**src/rtl/fifo_pkg.sv**
```systemverilog
// fifo_pkg: shared FIFO defaults and the status bundle type
package fifo_pkg;
  localparam int DEF_DATA_BITS = 8;
  localparam int DEF_ADDR_WIDTH = 4;
  typedef struct packed {
    logic full;
    logic empty;
    logic almost_full;
    logic almost_empty;
  } status_t;
endpackage

```
**src/rtl/fifo_storage.sv**
```systemverilog
// fifo_storage: DEPTH x DATA_BITS array, synchronous write, combinational read
module fifo_storage #(
  parameter int DATA_BITS = 8,
  parameter int ADDR_WIDTH = 4
) (
  input  logic                  clk,
  input  logic                  w_en,
  input  logic [ADDR_WIDTH-1:0] w_addr,
  input  logic [DATA_BITS-1:0]  w_data,
  input  logic [ADDR_WIDTH-1:0] r_addr,
  output logic [DATA_BITS-1:0]  r_data
);
  logic [DATA_BITS-1:0] mem [2**ADDR_WIDTH];
  always_ff @(posedge clk)
    if (w_en) mem[w_addr] <= w_data;
  assign r_data = mem[r_addr];
endmodule

```
**src/rtl/sync_fifo_rf.sv**
```systemverilog
// sync_fifo_rf: first-word fall-through synchronous FIFO with status and sticky error flags
module sync_fifo_rf
  import fifo_pkg::*;
#(
  parameter int DATA_BITS = DEF_DATA_BITS,
  parameter int ADDR_WIDTH = DEF_ADDR_WIDTH,
  parameter int AFULL_LEVEL = (2**ADDR_WIDTH) - 2,
  parameter int AEMPTY_LEVEL = 2
) (
  input  logic                  clk,
  input  logic                  reset,
  input  logic                  wr,
  input  logic [DATA_BITS-1:0]  w_data,
  input  logic                  rd,
  input  logic                  clr_err,
  output logic [DATA_BITS-1:0]  r_data,
  output logic                  full,
  output logic                  empty,
  output logic                  almost_full,
  output logic                  almost_empty,
  output logic [ADDR_WIDTH:0]   count,
  output logic                  overflow,
  output logic                  underflow
);
  localparam logic [ADDR_WIDTH:0] AF = AFULL_LEVEL[ADDR_WIDTH:0];
  localparam logic [ADDR_WIDTH:0] AE = AEMPTY_LEVEL[ADDR_WIDTH:0];
  logic [ADDR_WIDTH:0] wr_ptr_q, wr_ptr_d, rd_ptr_q, rd_ptr_d;
  logic ovf_q, ovf_d, udf_q, udf_d, do_wr, do_rd;
  status_t st;
  always_comb begin
    count = wr_ptr_q - rd_ptr_q;
    st.empty = wr_ptr_q == rd_ptr_q;
    st.full = (wr_ptr_q[ADDR_WIDTH-1:0] == rd_ptr_q[ADDR_WIDTH-1:0]) && (wr_ptr_q[ADDR_WIDTH] != rd_ptr_q[ADDR_WIDTH]);
    st.almost_full = count >= AF;
    st.almost_empty = count <= AE;
    do_wr = wr && (!st.full || rd);
    do_rd = rd && !st.empty;
    wr_ptr_d = wr_ptr_q + {{ADDR_WIDTH{1'b0}}, do_wr};
    rd_ptr_d = rd_ptr_q + {{ADDR_WIDTH{1'b0}}, do_rd};
    ovf_d = (wr && !rd && st.full) || (ovf_q && !clr_err);
    udf_d = (rd && st.empty) || (udf_q && !clr_err);
  end
  assign {full, empty, almost_full, almost_empty} = st;
  assign overflow = ovf_q;
  assign underflow = udf_q;
  always_ff @(posedge clk)
    if (reset) begin
      wr_ptr_q <= '0;
      rd_ptr_q <= '0;
      ovf_q <= 1'b0;
      udf_q <= 1'b0;
    end else begin
      wr_ptr_q <= wr_ptr_d;
      rd_ptr_q <= rd_ptr_d;
      ovf_q <= ovf_d;
      udf_q <= udf_d;
    end
  fifo_storage #(.DATA_BITS(DATA_BITS), .ADDR_WIDTH(ADDR_WIDTH)) u_storage (
    .clk(clk),
    .w_en(do_wr),
    .w_addr(wr_ptr_q[ADDR_WIDTH-1:0]),
    .w_data(w_data),
    .r_addr(rd_ptr_q[ADDR_WIDTH-1:0]),
    .r_data(r_data)
  );
endmodule

```
**config.mk**
```make
export PLATFORM = sky130hd
export DESIGN_NAME = sync_fifo_rf
export DESIGN_NICKNAME = d
export VERILOG_FILES = /design/src/rtl/fifo_pkg.sv /design/src/rtl/fifo_storage.sv /design/src/rtl/sync_fifo_rf.sv
export SDC_FILE = /design/constraint.sdc
export NUM_CORES = 1
export LEC_CHECK = 0
export BUFFER_PORTS_ARGS = -buffer_cell sky130_fd_sc_hd__buf_2
export CAP_MARGIN = 20
export CORE_ASPECT_RATIO = 1.1
export CORE_MARGIN = 8
export CORE_UTILIZATION = 60
export DETAILED_ROUTE_END_ITERATION = 7
export GPL_TIMING_DRIVEN = 0
export PLACE_DENSITY = 0.89
export SYNTH_ARGS = -nofsm -noshare
export SYNTH_HDL_FRONTEND = slang
export SYNTH_SLANG_ARGS = --single-unit
```
**constraint.sdc**
```tcl
create_clock -name clk -period 4.1 [get_ports clk]
set_clock_uncertainty 0.2 [all_clocks]
set_input_delay 1.025 -clock clk [delete_from_list [all_inputs] [get_ports clk]]
set_output_delay 1.025 -clock clk [all_outputs]
set_load 0.01 [all_outputs]
```
==> impl_metrics.py <==
metrics = {
    "critical_path": {
        "worstRegToRegCells": 7,
        "cp_max_fo": 15,
        "cp_data_required_time_ns": 2.87,
        "worstSetupPathType": "register to output pin",
        "startpoint_type": "register",
        "crit_path_end_kind": "output pin",
        "critical_path.cell_chain": "clkbuf_4, inv_1, ha_1, nor2b_1, o21a_1, or3_1, a211oi_1, buf_2",
        "critPathSlowestCell": "or3_1",
        "arrival_ns": 2.68,
        "r2r_setup_slack_ns": 0.79,
        "max_stage_delay_ns": 0.35,
    },
    "power_and_ir_drop": {
        "power_mw": 3.54,
        "p_switching_mw": 0.815,
        "share_comb_of_total_power_pct": 13.7,
        "power.leakage_nw": 2.25,
        "clkPwrFrac_pct": 41.3,
        "p_per_area_nw_per_um2": 535,
        "ir_drop_mv": 0.376,
        "p_int_mw": 2.72,
        "switching_share_pct": 23.0,
        "pwr-share-seq_pct": 45.0,
    },
    "global_route": {
        "grt_pass1_wl_microns": 18600,
        "antenna_found_initial": 0,
        "grt.met1_usage_pct": 24.2,
        "top_usage_layer": "met2",
        "overflow": 0,
        "grt_pass1_vias": 3298,
        "grt_max_degree": 17,
        "grt_util_met2_pct": 31.9,
        "grt_use_total_pct": 19.9,
        "use_met3_pct": 6.09,
    },
    "sta": {
        "slew_viol_final": 0,
        "setup_viol": 0,
        "relSlewSlack_pct": 46.7,
        "holdWs_ns": 0.402,
        "timing.final.crit_share_pct": 95.3,
        "period_minus_slack_ns": 3.91,
        "worst_pin_slew_ns": 0.797,
        "hold_viol": 0,
        "rsz0062_at_grt": "false",
        "fmax_ghz": 0.256,
        "tns_ns": 0,
    },
    "floorplan": {
        "core_sq_um": 9310,
        "die_width_microns": 109,
        "io_pins": 32,
        "rows": 37,
        "fp.dieArea_sq_um": 12900,
        "die_h_microns": 118,
        "initial_core_util_pct": 61.5,
    },
    "synth": {
        "synthCells": 314,
        "yosysWarningCount": 0,
        "ys_seq_elements": 140,
        "ys_seq_area_share_pct": 71.4,
        "synthDistinctLibCells": 38,
        "syn_avg_cell_area_sq_um": 18.2,
        "synthArstFlopShare_pct": 0,
        "synthesis.nets": 336,
        "syn_area_sq_um": 5720,
        "synth-edff-count": 128,
        "synth_flop_cell": "edfxtp_1",
    },
    "placement": {
        "dp_cells": 466,
        "dpl.hpwl_microns": 7890,
        "dpl_cell_area_sq_um": 6050,
        "gp_congestion": 0.776,
        "io_buffers": 31,
    },
    "final_layout": {
        "areaGrowthSynthToFinish_pct": 15.6,
        "nFillCells": 542,
        "stdcell_count": 497,
        "final_nets": 389,
        "drive_above_1_share_pct": 24.7,
        "diodes": 0,
        "design_area_sq_um": 6620,
    },
    "status": {
        "status": "finished clean",
    },
    "cts": {
        "clk_latency_ns": 0.52,
        "cts_tree": "built",
        "htreeDepth": 4,
        "cts_buffer_depth": 2,
        "cts_buffers": 17,
        "clkSinkCount": 140,
        "clk_pin_slew_ns": 0.06,
        "cts_root_buf": "clkbuf_8",
    },
    "drt": {
        "drtAntennaViolNets": 0,
        "drt-total-wl_microns": 12200,
        "drt_iter0_markers": 314,
        "wire_per_inst_microns": 24.5,
        "drc_errors": 0,
        "routed_via_density": 6.41,
        "first_pass_iters": 5,
        "num_vias": 3184,
    },
    "hold_path": {
        "whs_path_depth": 3,
        "hold_class": "register to register",
    },
    "job": {
        "drv_cap": 0,
    },
}
[per-layer routing]
metal	share of wire, %	routed length (microns)
met2	50	6130
met1	38	4680
met3	7.9	965
met5	0	0
met4	3.2	386
[stage by stage]
| step | utilization (%) | setup slack [ns] |
|---|---|---|
| 2_1_floorplan | - | 0.651 |
| 3_3_place_gp | 64.7 | 0.342 |
| 3_5_place_dp | 65.0 | 0.282 |
| 4_1_cts | 71.1 | 0.0682 |
| 5_1_grt | 71.1 | 0.0748 |
| 6_report | 71.1 | 0.191 |
[registers in the layout, summed over array words and instances, names as in the netlist]
| register | count |
|---|---|
| u_storage.mem | 128 |
| rd_ptr_q | 5 |
| wr_ptr_q | 5 |
| overflow | 1 |
| underflow | 1 |
[final timing paths]
check	from	to
max	rd_ptr_q[1]$_SDFF_PP0_	almost_empty
min	underflow$_SDFF_PP0_	underflow$_SDFF_PP0_
max reg2reg	rd_ptr_q[2]$_SDFF_PP0_	u_storage.mem[1][4]$_DFFE_PP_
min reg2reg	underflow$_SDFF_PP0_	underflow$_SDFF_PP0_
[worst max-delay path, delay by kind of cell (launching register included)]
family | cells | cell delay, ns
AOI/OAI and AO/OA | 2 | 0.43
buffers and inverters | 3 | 0.61
adders and majority gates | 1 | 0.32
DFF | 1 | 0.33
and+or+nand+nor | 2 | 0.48
[layout by cell type (no fill, tap or decap), drive strengths merged, types with 2 or more instances in the layout]
| cell | n |
|---|---|
| or3 | 3 |
| clkinv | 8 |
| inv | 7 |
| nand2b | 2 |
| ha | 8 |
| and2 | 2 |
| mux4 | 24 |
| bufinv | 3 |
| mux2i | 24 |
| xor2 | 5 |
| buf | 42 |
| a32oi | 8 |
| a21o | 2 |
| dfxtp | 12 |
| a21oi | 3 |
| nand3 | 6 |
| edfxtp | 128 |
| xnor2 | 5 |
| nor3 | 5 |
| clkinvlp | 3 |
| a22oi | 8 |
| o21ai | 9 |
| nor2b | 8 |
| clkbuf | 24 |
| nor2 | 23 |
[synthesized netlist by cell type (2+ instances only)]
library cell    n  area, sq um
a21o_1          2         15.0
a21oi_1         3         15.0
a22oi_1         8         60.1
a32oi_1         8         70.1
buf_12          2         40.0
buf_2           4         20.0
clkbuf_1        6         22.5
dfxtp_1        12          240
edfxtp_1      128         3840
ha_1            8          100
inv_1           6         22.5
mux2i_1        24          240
mux4_1          5          131
mux4_2         19          428
nand2b_1        2         12.5
nand3_1         6         30.0
nor2_1         23         86.3
nor2b_1         8         50.1
nor3_1          5         25.0
o21ai_1         8         40.0
or3_1           3         18.8
xnor2_1         4         35.0
xor2_1          5         43.8
[cells by family (layout without fill, tap and decap cells)]
kind of cell | count (synthesis) | after routing | share of synthesized area (%)
mux | 48 | 48 | 14.0
flops | 140 | 140 | 71.4
simple gates | 52 | 52 | 4.44
xor+xnor | 10 | 10 | 1.66
fa+ha+maj | 9 | 9 | 2.10
buf+inv | 21 | 87 | 2.23
compound gates | 34 | 34 | 4.24
[power by group through the flow]
| stage | Clock, mW | Combinational, mW | Sequential, mW |
|---|---|---|---|
| 2_1_floorplan | 0 | 0.322 | 1.62 |
| 3_3_place_gp | 0 | 0.467 | 1.62 |
| 3_5_place_dp | 0 | 0.482 | 1.62 |
| 4_1_cts | 1.46 | 0.489 | 1.59 |
| 5_1_grt | 1.52 | 0.519 | 1.59 |
| 6_report | 1.46 | 0.485 | 1.59 |
[cell type report]
| class | count | area [sq um] | share of cell area, % |
|---|---|---|---|
| Multi-Input combinational cell | 153 | 1510 | 22.8 |
| Buffer | 13 | 100 | 1.51 |
| Sequential cell | 140 | 4080 | 61.7 |
| Timing Repair Buffer | 35 | 178 | 2.69 |
| Inverter | 7 | 26.3 | 0.397 |
| Clock buffer | 18 | 418 | 6.32 |
| Clock inverter | 14 | 153 | 2.31 |
| Tap cell | 117 | 146 | 2.21 |
[repair_timing]
item,in CTS,in global routing
hold buffers,0,0
endpoints found under the setup margin,4,1
cloned,0,0
pin swaps,0,0
gates resized for setup,0,1
buffers inserted,0,0
(Power assumes the default switching activity.)
